<file path="src/rtl/mips_bus_pkg.sv">
// Shared types and constants for the MIPS Avalon-MM bus arbiter.
// The macro ARB_TIMEOUT_EN (see mips_bus_arbiter.sv) uses TIMEOUT_RDATA.
package mips_bus_pkg;
    typedef enum logic [1:0] {IDLE, BUS, RESP} arb_state_t;
    typedef enum logic {OWN_I, OWN_D} owner_t;

    localparam logic [3:0]  BE_WORD       = 4'hF;
    localparam logic [31:0] TIMEOUT_RDATA = 32'hDEAD_BEEF;
endpackage

</file>
<file path="src/rtl/mips_bus_arbiter_rr_picker.sv">
// Combinational two-way round-robin picker: on contention the requester
// that was not served last wins.
module arb_rr_picker
    import mips_bus_pkg::*;
(
    input  logic   req_i,
    input  logic   req_d,
    input  owner_t last,
    output logic   grant_valid,
    output owner_t grant_owner
);

    always_comb begin
        grant_valid = req_i | req_d;
        grant_owner = OWN_I;
        if (req_i && req_d)
            grant_owner = (last == OWN_I) ? OWN_D : OWN_I;
        else if (req_d)
            grant_owner = OWN_D;
    end

endmodule

</file>
<file path="src/rtl/mips_bus_arbiter.sv">
// Arbitrates instruction fetch and data load/store onto one Avalon-MM master.
// Optional `define ARB_TIMEOUT_EN adds a stall timeout with i_err/d_err pulses.
module mips_bus_arbiter
    import mips_bus_pkg::*;
#(
    parameter int ADDR_W       = 32,
    parameter bit RESET_LAST_D = 1'b1
) (
    input  logic              clk,
    input  logic              reset,
    input  logic [ADDR_W-1:0] i_addr,
    input  logic              i_read,
    output logic [ADDR_W-1:0] i_readdata,
    output logic              i_done,
    input  logic [ADDR_W-1:0] d_addr,
    input  logic              d_read,
    input  logic              d_write,
    input  logic [ADDR_W-1:0] d_writedata,
    input  logic [3:0]        d_byteenable,
    output logic [ADDR_W-1:0] d_readdata,
    output logic              d_done,
`ifdef ARB_TIMEOUT_EN
    output logic              i_err,
    output logic              d_err,
`endif
    output logic [ADDR_W-1:0] address,
    output logic              read,
    output logic              write,
    input  logic              waitrequest,
    output logic [ADDR_W-1:0] writedata,
    output logic [3:0]        byteenable,
    input  logic [ADDR_W-1:0] readdata
);

    localparam owner_t LAST_RST = RESET_LAST_D ? OWN_D : OWN_I;

    arb_state_t        state, state_nx;
    owner_t            last, last_nx;
    owner_t            owner, owner_nx;
    logic [ADDR_W-1:0] address_nx, writedata_nx, i_readdata_nx, d_readdata_nx;
    logic [3:0]        byteenable_nx;
    logic              read_nx, write_nx, i_done_nx, d_done_nx;
    logic              grant_valid;
    owner_t            grant_owner;

`ifdef ARB_TIMEOUT_EN
    localparam int         TIMEOUT_CYCLES = 1024;
    // Fires on the stalled edge that would bring the count to TIMEOUT_CYCLES-1.
    localparam logic [9:0] TO_LAST        = 10'(TIMEOUT_CYCLES - 2);

    logic [9:0] to_cnt, to_cnt_nx;
    logic       i_err_nx, d_err_nx;
`endif

    arb_rr_picker u_picker (
        .req_i       (i_read),
        .req_d       (d_read | d_write),
        .last        (last),
        .grant_valid (grant_valid),
        .grant_owner (grant_owner)
    );

    always_comb begin
        state_nx      = state;
        last_nx       = last;
        owner_nx      = owner;
        address_nx    = address;
        writedata_nx  = writedata;
        byteenable_nx = byteenable;
        read_nx       = 1'b0;
        write_nx      = 1'b0;
        i_readdata_nx = i_readdata;
        d_readdata_nx = d_readdata;
        i_done_nx     = 1'b0;
        d_done_nx     = 1'b0;
`ifdef ARB_TIMEOUT_EN
        to_cnt_nx     = to_cnt;
        i_err_nx      = 1'b0;
        d_err_nx      = 1'b0;
`endif
        case (state)
            IDLE: begin
                if (grant_valid) begin
                    state_nx = BUS;
                    owner_nx = grant_owner;
                    last_nx  = grant_owner;
`ifdef ARB_TIMEOUT_EN
                    to_cnt_nx = '0;
`endif
                    if (grant_owner == OWN_I) begin
                        address_nx    = i_addr;
                        byteenable_nx = BE_WORD;
                        read_nx       = 1'b1;
                    end else begin
                        // A simultaneous read and write is serviced as a write.
                        address_nx    = d_addr;
                        writedata_nx  = d_writedata;
                        byteenable_nx = d_byteenable;
                        write_nx      = d_write;
                        read_nx       = ~d_write;
                    end
                end
            end
            BUS: begin
                read_nx  = read;
                write_nx = write;
                if (!waitrequest) begin
                    read_nx  = 1'b0;
                    write_nx = 1'b0;
                    state_nx = RESP;
                    if (owner == OWN_I) begin
                        i_readdata_nx = readdata;
                        i_done_nx     = 1'b1;
                    end else begin
                        if (!write)
                            d_readdata_nx = readdata;
                        d_done_nx = 1'b1;
                    end
                end
`ifdef ARB_TIMEOUT_EN
                else if (to_cnt == TO_LAST) begin
                    read_nx  = 1'b0;
                    write_nx = 1'b0;
                    state_nx = RESP;
                    if (owner == OWN_I) begin
                        i_readdata_nx = ADDR_W'(TIMEOUT_RDATA);
                        i_done_nx     = 1'b1;
                        i_err_nx      = 1'b1;
                    end else begin
                        d_readdata_nx = ADDR_W'(TIMEOUT_RDATA);
                        d_done_nx     = 1'b1;
                        d_err_nx      = 1'b1;
                    end
                end else begin
                    to_cnt_nx = to_cnt + 10'd1;
                end
`endif
            end
            RESP:    state_nx = IDLE;
            default: state_nx = IDLE;
        endcase
    end

    always_ff @(posedge clk or negedge reset) begin
        if (!reset) begin
            state      <= IDLE;
            last       <= LAST_RST;
            owner      <= OWN_I;
            address    <= '0;
            writedata  <= '0;
            byteenable <= '0;
            read       <= 1'b0;
            write      <= 1'b0;
            i_readdata <= '0;
            d_readdata <= '0;
            i_done     <= 1'b0;
            d_done     <= 1'b0;
`ifdef ARB_TIMEOUT_EN
            to_cnt     <= '0;
            i_err      <= 1'b0;
            d_err      <= 1'b0;
`endif
        end else begin
            state      <= state_nx;
            last       <= last_nx;
            owner      <= owner_nx;
            address    <= address_nx;
            writedata  <= writedata_nx;
            byteenable <= byteenable_nx;
            read       <= read_nx;
            write      <= write_nx;
            i_readdata <= i_readdata_nx;
            d_readdata <= d_readdata_nx;
            i_done     <= i_done_nx;
            d_done     <= d_done_nx;
`ifdef ARB_TIMEOUT_EN
            to_cnt     <= to_cnt_nx;
            i_err      <= i_err_nx;
            d_err      <= d_err_nx;
`endif
        end
    end

`ifndef SYNTHESIS
    always_ff @(posedge clk) begin
        if (reset) assert (!(d_read && d_write));
    end
`endif

endmodule

</file>
<file path="config.mk">
export PLATFORM = sky130hd
export DESIGN_NAME = mips_bus_arbiter
export DESIGN_NICKNAME = d
export VERILOG_FILES = /design/src/rtl/mips_bus_pkg.sv /design/src/rtl/mips_bus_arbiter_rr_picker.sv /design/src/rtl/mips_bus_arbiter.sv
export SDC_FILE = /design/constraint.sdc
export NUM_CORES = 1
export LEC_CHECK = 0
export ABC_AREA = 1
export BUFFER_PORTS_ARGS = -buffer_cell sky130_fd_sc_hd__clkbuf_2
export CAP_MARGIN = 20
export CORE_ASPECT_RATIO = 0.75
export CORE_MARGIN = 3
export CORE_UTILIZATION = 29
export DETAILED_ROUTE_END_ITERATION = 12
export SLEW_MARGIN = 20
export SYNTH_ARGS = -nofsm -noshare
export SYNTH_HDL_FRONTEND = slang
export SYNTH_SLANG_ARGS = --single-unit
</file>
<file path="constraint.sdc">
create_clock -name clk -period 2.6 [get_ports clk]
set_input_delay 0.13 -clock clk [delete_from_list [all_inputs] [get_ports clk]]
set_output_delay 0.13 -clock clk [all_outputs]
set_load 0.05 [all_outputs]
</file>
==> flow_summary.toml <==
[run_status]
outcome = "finished, final reports clean"

[logic_synthesis]
async_flop_share_pct = 100
yosys.area_share.simple_pct = 20.0
syn_area_per_cell_sq_um = 8.43
synthFlopType = "dfrtp_1"
syn_nets = 841
synth_cell_type_count = 20
synth_cells = 703
synth-seq-cells = 140
synth-compound-area-share_pct = 8.66
synthXorXnorAreaFrac_pct = 0
yosysSeqAreaShare_pct = 59.1
netlist_area_sq_um = 5930
synth.mux.area_fraction_pct = 0
ys.warnings.count = 0
synth_top_family_by_area = "simple AND/OR/NAND/NOR gates"
synthAdderAreaFrac_pct = 0
synth_edf_count = 0

[clocking]
cts.path.max_buffers = 2
post_cts_resize_count = 0
clk_latency_ns = 0.42
cts.clk_slew.worst_paths_ns = 0.07
ctsHtreeMaxLevel = 4
cts_tree = "done"
cts_buffers = 17
root_buffer = "clkbuf_16"
clock_sinks = 140

[layout]
fillCellCount = 1943
multi_input_area_sq_um = 1710
drive_above_1_share_pct = 31.0
layout.nets = 1183
finalInstanceArea_sq_um = 8890
regArea_sq_um = 3500
finalNonFillerCells = 1312
synthToLayoutAreaGrowth_pct = 50.0

[critical_path]
end_kind = "register"
cp.arrival_ns = 2.07
critPathLaunchType = "register"
cp.required_ns = 2.89
crit_type = "register to register"
crit_fanout = 31

[power]
cellLeakagePower_nw = 5.15
vdd_ir_drop_max_mv = 0.792
pwr_density_cell_nw_per_um2 = 1460

[floorplanning]
pin_count = 274
die_w_microns = 171
die_h_microns = 130
dieArea_sq_um = 22200
core_area_sq_um = 19700
start_util_pct = 30.1
rows = 44

[drt]
drtIter0Drc = 272
routedWlPerCell_microns = 13.3
drc_errors = 0
via_per_inst = 4.25
vias = 5573
drtPass1Iterations = 4
wl_mm = 17.4
ant_nets = 0

[job]
maxCapViolCount = 0

[timing]
max_slew_margin_pct = 59.7
setup_tns_ns = 0
max_freq_mhz = 562
rsz0062_at_grt = "no"
layout_min_cycle_time_ns = 1.78
skew_ns = 0.0106
hold_viol = 0
fin_crit_sh_pct = 68.4
setup-violations-final = 0
slew_violations = 0
worst_pin_slew_ns = 0.603

[grt]
grt_max_degree = 56
antenna_found_initial = 0
gr-usage-all-layers_pct = 15.5
grt.overflow.total = 0
grt_pass1_vias = 5453
grt_pass1_wl_mm = 27.4

[worst_hold_path]
min_path_type = "input pin to register"

[placed_design]
gp_congestion = 0.776
portBuffers = 273
dp_hpwl_mm = 11.8
placed_cell_area_sq_um = 7540
dp.cells = 1204
[layout make-up]
class,instances,share of cell area [%]
diodes,1,0.0281
clock buffers,18,4.94
clock inverters,14,1.76
inverters,137,5.78
multi-input cells,390,19.3
flip-flops and latches,140,39.4
well taps,253,3.56
repair buffers,359,25.2
[sequential cells by signal, summed over array words and instances, names as in the netlist, 2 cells and up]
register    cells
address        32
d_readdata     32
i_readdata     32
writedata      32
byteenable      4
state           2
[logic make-up after synthesis]
kind of cell    count (synthesis)
compound gates                101
simple gates                  289
buf+inv                       173
flops                         140
[what timing repair did]
action | 4_1_cts | 5_1_grt
endpoints found under the hold margin | 158 | 0
hold buffers | 75 | 0
setup buffers | 0 | 0
[per-layer routing]
metal  GRT usage, %  share of wire, %  vias to the layer above
met5              0                 0                        -
met1           20.6                47                     2534
li1               -                 -                     2830
met4           4.12               1.3                        0
met3           4.85               6.8                       16
met2           24.9                45                      193
[cells in the mapped netlist (4+ instances only)]
master / count / area [sq um]
nand3_1: 65 / 325
buf_6: 4 / 45.0
o21ai_1: 63 / 315
o21ai_0: 35 / 175
buf_4: 4 / 30.0
nor2_1: 15 / 56.3
inv_1: 135 / 507
clkbuf_1: 6 / 22.5
nand2_1: 203 / 762
dfrtp_1: 139 / 3480
buf_2: 21 / 105
[metrics by stage]
step	hold slack [ns]	util (%)	worst slack (ns)	total power [mW]
global placement	0.132	38.3	0.873	10.5
finish	0.0271	45.1	0.822	13.0
global route	0.0259	45.1	0.641	13.8
detailed placement	0.128	38.3	0.811	10.5
floorplan	-0.166	-	1.26	8.81
CTS	0.00447	45.1	0.806	13.1
[power by group]
group	switching, mW	internal (mW)	total, mW	leakage [nW]
sequential	0.583	3.21	3.80	1.73
combinational	5.28	1.47	6.75	3.13
clock	1.06	1.39	2.45	0.292
[critical path: stages, from the launching register on]
cell,delay [ns]
dfrtp_1,0.39
nor2_1,0.20
nand3_2,0.47
buf_4,0.43
nand2_1,0.09
o21ai_1,0.07
[path summary, 6_finish.rpt]
check,from,end,slack [ns],depth (start not counted)
setup / recovery,state[0],writedata[27],0.82,5
setup reg to reg,state[0],writedata[27],0.82,5
hold reg to reg,last,last,0.48,2
min in group asynchronous,reset,writedata[21],0.25,2
max in group asynchronous,reset,address[17],1.44,3
hold / removal,i_addr[0],address[0],0.03,5
[placed cells by master, fill, tap and decap left out, types with 3 or more instances in the layout]
cell type      instances
buf_12                 3
buf_4                  8
clkbuf_16             17
clkbuf_2             272
clkinv_4               4
dfrtp_1              139
dlygate4sd3_1         75
inv_1                135
inv_8                  4
nand2_1              202
nand2_2                3
nand3_1               65
nor2_1                15
o21ai_0               35
o21ai_1               63
No activity file was read; power rests on OpenSTA's default activity.
